`src/rtl/fft16_bfly_ctrl.sv`:
```
// fft16_bfly_ctrl: sequencer for a 16-point radix-2 DIT FFT.
// Issues 8 butterflies per stage over 4 stages to one shared butterfly
// datapath, with a matching delayed write-back stream. Drain cycles between
// stages keep each stage's reads behind the previous stage's last write.
module fft16_bfly_ctrl #(
  parameter int unsigned RD_LAT = 1,
  parameter int unsigned BF_LAT = 1
) (
  input  logic       clk,
  input  logic       rst,
  input  logic       start,
  output logic       busy,
  output logic       done,
  output logic [1:0] stage,
  output logic       rd_en,
  output logic [3:0] rd_addr_a,
  output logic [3:0] rd_addr_b,
  output logic [2:0] tw_idx,
  output logic       wr_en,
  output logic [3:0] wr_addr_a,
  output logic [3:0] wr_addr_b
);

  localparam int unsigned PIPE     = RD_LAT + BF_LAT;
  localparam logic [2:0]  PIPE_CNT = 3'(PIPE);

  typedef enum logic [1:0] {
    IDLE,
    RUN,
    DRAIN,
    DONE
  } state_t;

  state_t     state, state_n;
  logic [2:0] bfly, bfly_n;
  logic [1:0] stg, stg_n;
  logic [2:0] dcnt, dcnt_n;
  logic [3:0] addr_a_n, addr_b_n;
  logic [2:0] tw_n;

  logic [PIPE-1:0] wv;
  logic [3:0]      wa_p [PIPE];
  logic [3:0]      wb_p [PIPE];

  // Butterfly addressing for stage s, butterfly k: {addr_a, addr_b, tw_idx}.
  function automatic logic [10:0] bfly_addr(input logic [1:0] s, input logic [2:0] k);
    logic [3:0] kk, span, pos, grp, a, b;
    logic [2:0] pos3, tw;
    kk   = {1'b0, k};
    span = 4'd1 << s;
    pos  = kk & (span - 4'd1);
    grp  = kk >> s;
    a    = ((grp << 1) << s) | pos;
    b    = a + span;
    pos3 = pos[2:0];
    tw   = pos3 << (2'd3 - s);
    return {a, b, tw};
  endfunction

  // Next-state logic for the stage/butterfly/drain sequencing.
  always_comb begin
    state_n = state;
    bfly_n  = bfly;
    stg_n   = stg;
    dcnt_n  = dcnt;
    case (state)
      IDLE: begin
        if (start) begin
          state_n = RUN;
          stg_n   = 2'd0;
          bfly_n  = 3'd0;
        end
      end
      RUN: begin
        if (bfly == 3'd7) begin
          state_n = DRAIN;
          dcnt_n  = PIPE_CNT;
        end else begin
          bfly_n = bfly + 3'd1;
        end
      end
      DRAIN: begin
        if (dcnt == 3'd1) begin
          if (stg != 2'd3) begin
            state_n = RUN;
            stg_n   = stg + 2'd1;
            bfly_n  = 3'd0;
          end else begin
            state_n = DONE;
          end
        end else begin
          dcnt_n = dcnt - 3'd1;
        end
      end
      DONE: begin
        state_n = IDLE;
      end
      default: begin
        state_n = IDLE;
      end
    endcase
  end

  // Addresses for the butterfly about to be issued.
  always_comb begin
    {addr_a_n, addr_b_n, tw_n} = bfly_addr(stg_n, bfly_n);
  end

  // State and counter registers.
  always_ff @(posedge clk) begin
    if (rst) begin
      state <= IDLE;
      bfly  <= '0;
      stg   <= '0;
      dcnt  <= '0;
    end else begin
      state <= state_n;
      bfly  <= bfly_n;
      stg   <= stg_n;
      dcnt  <= dcnt_n;
    end
  end

  assign stage = stg;

  // Registered status and read-side outputs, decoded from the next state so
  // they line up with the state register; addresses hold while not issuing.
  always_ff @(posedge clk) begin
    if (rst) begin
      busy      <= 1'b0;
      done      <= 1'b0;
      rd_en     <= 1'b0;
      rd_addr_a <= '0;
      rd_addr_b <= '0;
      tw_idx    <= '0;
    end else begin
      busy  <= (state_n == RUN) || (state_n == DRAIN);
      done  <= (state_n == DONE);
      rd_en <= (state_n == RUN);
      if (state_n == RUN) begin
        rd_addr_a <= addr_a_n;
        rd_addr_b <= addr_b_n;
        tw_idx    <= tw_n;
      end
    end
  end

  // Write-back delay line: read strobe and addresses delayed by PIPE cycles.
  always_ff @(posedge clk) begin
    if (rst) begin
      wv <= '0;
      for (int unsigned i = 0; i < PIPE; i++) begin
        wa_p[i] <= '0;
        wb_p[i] <= '0;
      end
    end else begin
      wv[0]   <= rd_en;
      wa_p[0] <= rd_addr_a;
      wb_p[0] <= rd_addr_b;
      for (int unsigned i = 1; i < PIPE; i++) begin
        wv[i]   <= wv[i-1];
        wa_p[i] <= wa_p[i-1];
        wb_p[i] <= wb_p[i-1];
      end
    end
  end

  assign wr_en     = wv[PIPE-1];
  assign wr_addr_a = wa_p[PIPE-1];
  assign wr_addr_b = wb_p[PIPE-1];

endmodule

```
`config.mk`:
```
export PLATFORM = sky130hd
export DESIGN_NAME = fft16_bfly_ctrl
export DESIGN_NICKNAME = d
export VERILOG_FILES = /design/src/rtl/fft16_bfly_ctrl.sv
export SDC_FILE = /design/constraint.sdc
export NUM_CORES = 1
export LEC_CHECK = 0
export CORE_MARGIN = 2
export CORE_UTILIZATION = 40
export DETAILED_ROUTE_END_ITERATION = 8
export SYNTH_ARGS = -nofsm -noshare
export SYNTH_HDL_FRONTEND = slang
export SYNTH_SLANG_ARGS = --single-unit
export TNS_END_PERCENT = 50
```
`constraint.sdc`:
```
create_clock -name clk -period 3.8 [get_ports clk]
set_clock_uncertainty 0.05 [all_clocks]
set_input_delay 0.57 -clock clk [delete_from_list [all_inputs] [get_ports clk]]
set_output_delay 0.57 -clock clk [all_outputs]
set_load 0.005 [all_outputs]
```
### Yosys cells after proc, flatten, opt, wreduce, memory -nomap -nowiden

Memory sizes are Yosys's and may differ from the RTL's.
Cells that the tools add are included.
W data, S select, Z words.

| word-level totals | value |
|---|---|
| bits in registers | 26 |
| memory bits (writable) | 16 |
| input bits | 3 |
| output and inout port bits | 25 |
| logic and storage cells | 68 |
| memories | 2 |

| cells by class | value |
|---|---|
| add/subtract/negate cells | 6 |
| eq/ne operators | 11 |
| shift-type cells | 4 |
| muxes and demuxes | 24 |
| bitwise gates (word level) | 6 |
| reduce and logical (&&, ||, !) cells | 4 |

Memories:

| memory | words | bits a word | read ports | clocked after Yosys merged registers in | wr ports | line | source |
|---|---|---|---|---|---|---|---|
| wa_p | 2 | 4 | 2 | 0 | 2 | 42 | `logic [3:0] wa_p [PIPE];` |
| wb_p | 2 | 4 | 2 | 0 | 2 | 43 | `logic [3:0] wb_p [PIPE];` |

Operator list:

| kind | count |
|---|---|
| $mux W3 | 6 |
| $mux W4 | 4 |
| $mux W2 | 7 |
| $pmux W3 S3 | 1 |
| $eq A2 B2 Y1 const B | 4 |
| $pmux W2 S4 | 1 |
| $ne A2 B2 Y1 const B | 3 |
| $pmux W3 S2 | 1 |
| $add A4 B4 Y4 | 1 |
| $and A3 B4 Y4 | 1 |
| $eq A2 B1 Y1 const B | 2 |
| $or A1 B1 Y1 | 4 |
| $or A4 B4 Y4 | 1 |
| $pmux W2 S2 | 1 |
| $shl A1 B2 Y4 const A | 1 |
| $shl A4 B2 Y4 | 1 |
| $sub A4 B1 Y4 const B | 1 |
| $add A3 B1 Y3 const B | 1 |
| $eq A3 B1 Y1 const B | 1 |
| $eq A3 B3 Y1 const B | 1 |
| $mux W1 | 3 |
| $reduce_and A3 Y1 | 1 |
| $shl A3 B2 Y3 | 1 |
| $shr A3 B2 Y3 | 1 |
| other kinds (6) | 6 |

### Logic depth before layout (Yosys ltp)

| depth | value |
|---|---|
| depth after elaboration | 9 |
| gate-level depth with buffers | 12 |
| mapped depth without buffers | 12 |

### Least setup slack after synthesis

Ideal clock, no wire load.

| timing path | value |
|---|---|
| kind | register -> register |
| start point | reg dcnt[0] |
| end point | reg rd_addr_b[3] |
| library setup time | 0.122 ns |
| arrival time | 2.309 ns |
| data required time | 3.628 ns |
| setup slack | 1.319 ns |
| stages on the path, launching flop included | 11 |
| buffers on the path | 0 |
| period minus slack after synthesis | 2.481 ns |
| cell sequence | dfxtp_1 > ha_1 > or3b_2 > o211ai_1 > nand3_1 > nand2_1 > nand2_1 > ha_1 > a21oi_1 > nor3_1 > o32a_1 |

| on the way | value |
|---|---|
| cells in the longest elaborated chain, start to end | 8 |
| elaborated cells between the ends (all ways) | 15 |
| classes of those cells | add/sub: 2; eq/ne: 2; shift: 3; mux: 6; bitwise: 2 |

RTL lines:

| element | line | source |
|---|---|---|
| start: declaration | 37 | `logic [2:0] dcnt, dcnt_n;` |
| start signal: assignment | 120 | `dcnt <= dcnt_n;` |
| $eq A3 B1 Y1 * | 83 | `if (dcnt == 3'd1) begin` |
| $mux W2 | 83 |  |
| $pmux W2 S2 | 66 | `case (state)` |
| $shl A1 B2 Y4 | 50 | `span = 4'd1 << s;` |
| $sub A4 B1 Y4 | 51 | `pos = kk & (span - 4'd1);` |
| $and A3 B4 Y4 | 51 |  |
| $or A4 B4 Y4 * | 53 | `a = ((grp << 1) << s) \| pos;` |
| net addr_a_n[2] | 38 | `logic [3:0] addr_a_n, addr_b_n;` |
| $add A4 B4 Y4 * | 54 | `b = a + span;` |
| end signal: assignment | 142 | `rd_addr_b <= addr_b_n;` |
| end: declaration | 17 | `output logic [3:0] rd_addr_b,` |

Mark *: on every way through the listed nets, which the timed path passes. The rest lies on a longest branch.
A chain may end at the register's enable or synchronous reset.

### Worst setup path in the final report

Same ends and word-level chain as after synthesis.

==> key figures <==
Status
  – Status: finished clean

Placement
  – Placed Instance Area: ~0.0021 mm2
  – Final weighted congestion in routability-driven placement: just under 0.9
  – Placed insts: around 260
  – DP HPWL: ~2.5 mm
  – PortBufs: 27

Cells and area
  – Layout cells sized above 1: roughly 10%
  – Final Cell Area: about 0.0022 mm2
  – Nets: 230
  – P&R area growth vs syn: 18.6%
  – Inserted Diodes: 0
  – Layout Cells excl Fill: roughly 270
  – Multi-input logic area: ~880 um2
  – Fill cells: 410
  – Register Area: ~840 um2
  – Final design utilization: ~50%

Timing
  – Pins Over Slew Limit: 0
  – Slew Limit Headroom: a little under half
  – Final period utilization: between 70% and 80%
  – Setup TNS: 0 ns
  – Hold_ws: roughly 0.38 ns
  – Least-Margin Pin Slew: slightly below 0.8 ns
  – Fmax: roughly 340 MHz
  – Tmin final: 2.94 ns
  – Final hold violations: 0
  – Final setup fails: 0
  – Unrepaired setup endpoints after global routing: false

Synth
  – Post-Syn Instances: approximately 200
  – EDFF count, synth: 0
  – Cell taking the most area after synthesis: dfxtp_1
  – Ys async rst share: 0%
  – Most frequent cell after synthesis: dfxtp_1
  – #FFs+latches synth: 42
  – Synth Cell Area: about 0.0019 mm2
  – Top_reg_cell synth: dfxtp_1
  – Synthesis warning total: 0
  – Synthesized Nets: 209
  – Distinct cell type count after synthesis: 48
  – Share of the synthesized area in the top cell type: between 40% and 50%
  – Seq/Total Area, Yosys: a little under half
  – Syn Area/Cell: between 9 and 10 um2
  – Top cells by area, synth: dfxtp_1 (45%), nor2b_1 (7.8%), nor2_1 (4.9%), ha_1 (4.7%), buf_4 (3.6%)
  – Most frequent cells after synthesis: dfxtp_1 (42), nor2_1 (24), nor2b_1 (23), a21oi_1 (10), buf_4 (9)

Die
  – Die area: between 0.005 and 0.006 mm2
  – Row count: 24
  – Top-level I/O count: 28
  – Die width: around 70 um
  – Die Span Y: just over 70 um
  – Core area: approximately 0.0044 mm2
  – Initial core utilization: between 40% and 50%

CTS
  – Post-CTS sizing: 0
  – CTS tree: built
  – CTS root buffer: clkbuf_8
  – Worst-path clk slew: about 0.080 ns
  – Max Root-Sink Buffers: 2
  – Sink Count: 42
  – Clock Latency Late Sink: 0.29 ns
  – H-Tree Depth: 2
  – CTS hold repair buffers: 0
  – Total CTS buffers: 5
  – Post-CTS setup buffers: 0

Worst setup path
  – Crit end category: flop
  – Setup slack, reg-to-reg: 0.86 ns
  – R2R depth: 10
  – WS Path Type: reg2reg
  – CP arrival: 3.08 ns
  – Worst-path maximum fanout: 7
  – R2R Path Start: dcnt[0]
  – Data required, critical path: just under 4 ns
  – CP startpoint kind: flop
  – Crit path launch: dcnt[0]
  – FF-to-FF End: rd_addr_b[3]

Global routing
  – Total gr overflow: 0
  – Gr usage total: around 15%
  – First-pass GRT wire length: 6.22 mm
  – Vias in the first global route: ~1400
  – Largest net degree at the start of global routing: 23
  – Initial antenna violation count: 0

Min path
  – Hold Path Depth: 1
  – Endpoint of the worst hold path: wa_p[0][4]
  – Hold wc startpoint: wa_p[0][0]
  – Worst Hold Class: reg2reg

Detailed routing
  – Routed Antenna Nets: 0
  – Avg WL per Cell: approximately 13 um
  – DR iter-0 viols: a little under 80
  – First-pass iteration count of the detailed router: 7
  – DR DRC count: 0
  – Drt via density: around 5.2
  – Vias: ~1400
  – Routed WL: between 3 and 4 mm

Power
  – Leak Pwr: around 0.82 nW
  – Peak supply drop: about 250 uV
  – Power per cell area: around 380 mW/mm2

Flow run
  – # Max-Cap Violations: 0
[layer usage]
| layer | global-route usage [%] | share of wire, % |
|---|---|---|
| met5 | 0 | 0 |
| met2 | 22.5 | 44 |
| met4 | 5.45 | 0.45 |
| met1 | 20.9 | 49 |
| met3 | 5.14 | 6.0 |
[stage by stage]
| step | worst slack, ns | power (mW) |
|---|---|---|
| final | 0.860 | 0.841 |
| after global placement | 0.768 | 0.569 |
| after floorplan | 1.32 | 0.531 |
| after CTS | 0.905 | 0.853 |
| after global routing | 0.637 | 0.888 |
| after detailed placement | 0.676 | 0.569 |
[cell type report]
cell class | count | area share (%)
Timing Repair Buffer | 30 | 13.3
Clock inverter | 3 | 0.966
Tap cell | 52 | 2.96
Inverter | 9 | 1.53
Clock buffer | 5 | 3.13
Sequential cell | 42 | 38.2
Multi-Input combinational cell | 131 | 39.9
[kinds of logic (layout without fill, tap and decap cells)]
group | after synthesis | in the layout | share of synthesized area (%)
compound gates | 40 | 40 | 16.3
xor+xnor | 1 | 1 | 0.472
fa+ha+maj | 8 | 8 | 5.80
buf+inv | 25 | 47 | 7.35
flops | 42 | 42 | 45.3
mux | 3 | 3 | 1.62
other cells | 1 | 1 | 0.202
simple gates | 78 | 78 | 23.0
[sequential cells by signal, summed over array words and instances (netlist names)]
signal / cells
rd_en: 1
wv: 2
wb_p: 8
rd_addr_a: 4
state: 2
tw_idx: 3
done: 1
bfly: 3
wa_p: 8
rd_addr_b: 4
busy: 1
stage: 2
dcnt: 3
[where the power goes]
| group | total, mW | switching [mW] | internal (mW) |
|---|---|---|---|
| clock | 0.282 | 0.153 | 0.129 |
| combinational | 0.0889 | 0.0429 | 0.0460 |
| sequential | 0.470 | 0.0110 | 0.459 |
| total | 0.841 | 0.207 | 0.633 |
[worst max path at each step]
stage / end / slack, ns / depth (start not counted)
2_1_floorplan: rd_addr_b[3] / 1.32 / 10
6_report: rd_addr_b[3] / 0.86 / 10
3_5_place_dp: rd_addr_b[3] / 0.68 / 10
5_1_grt: rd_addr_b[3] / 0.64 / 10
4_1_cts: rd_addr_b[3] / 0.91 / 10
3_3_place_gp: rd_addr_b[3] / 0.77 / 10
[layout by cell type, fill, tap and decap left out, types with 2 or more instances in the layout]
cell type	n
o211ai_1	4
nor2b_1	23
clkbuf_8	5
and2_1	3
nor2_1	24
a211oi_1	3
ha_1	7
nand4_1	2
nor3_1	4
a311o_1	2
mux2i_1	3
nand3_1	6
a31oi_1	4
o21ai_0	3
a21oi_1	10
clkdlybuf4s50_1	27
inv_1	8
dfxtp_1	42
nand2_1	8
buf_4	3
[worst max-delay path: stages (launching register included)]
cell and delay, ns:
dfxtp_1 0.38, ha_1 0.24, nor3b_4 0.36, nor2_1 0.11, a311oi_1 0.53, nand3_1 0.20, nand2_1 0.12, ha_1 0.25
a21oi_1 0.23, nor3_1 0.08, o32a_1 0.29
Power figures use the tool's default switching activity.
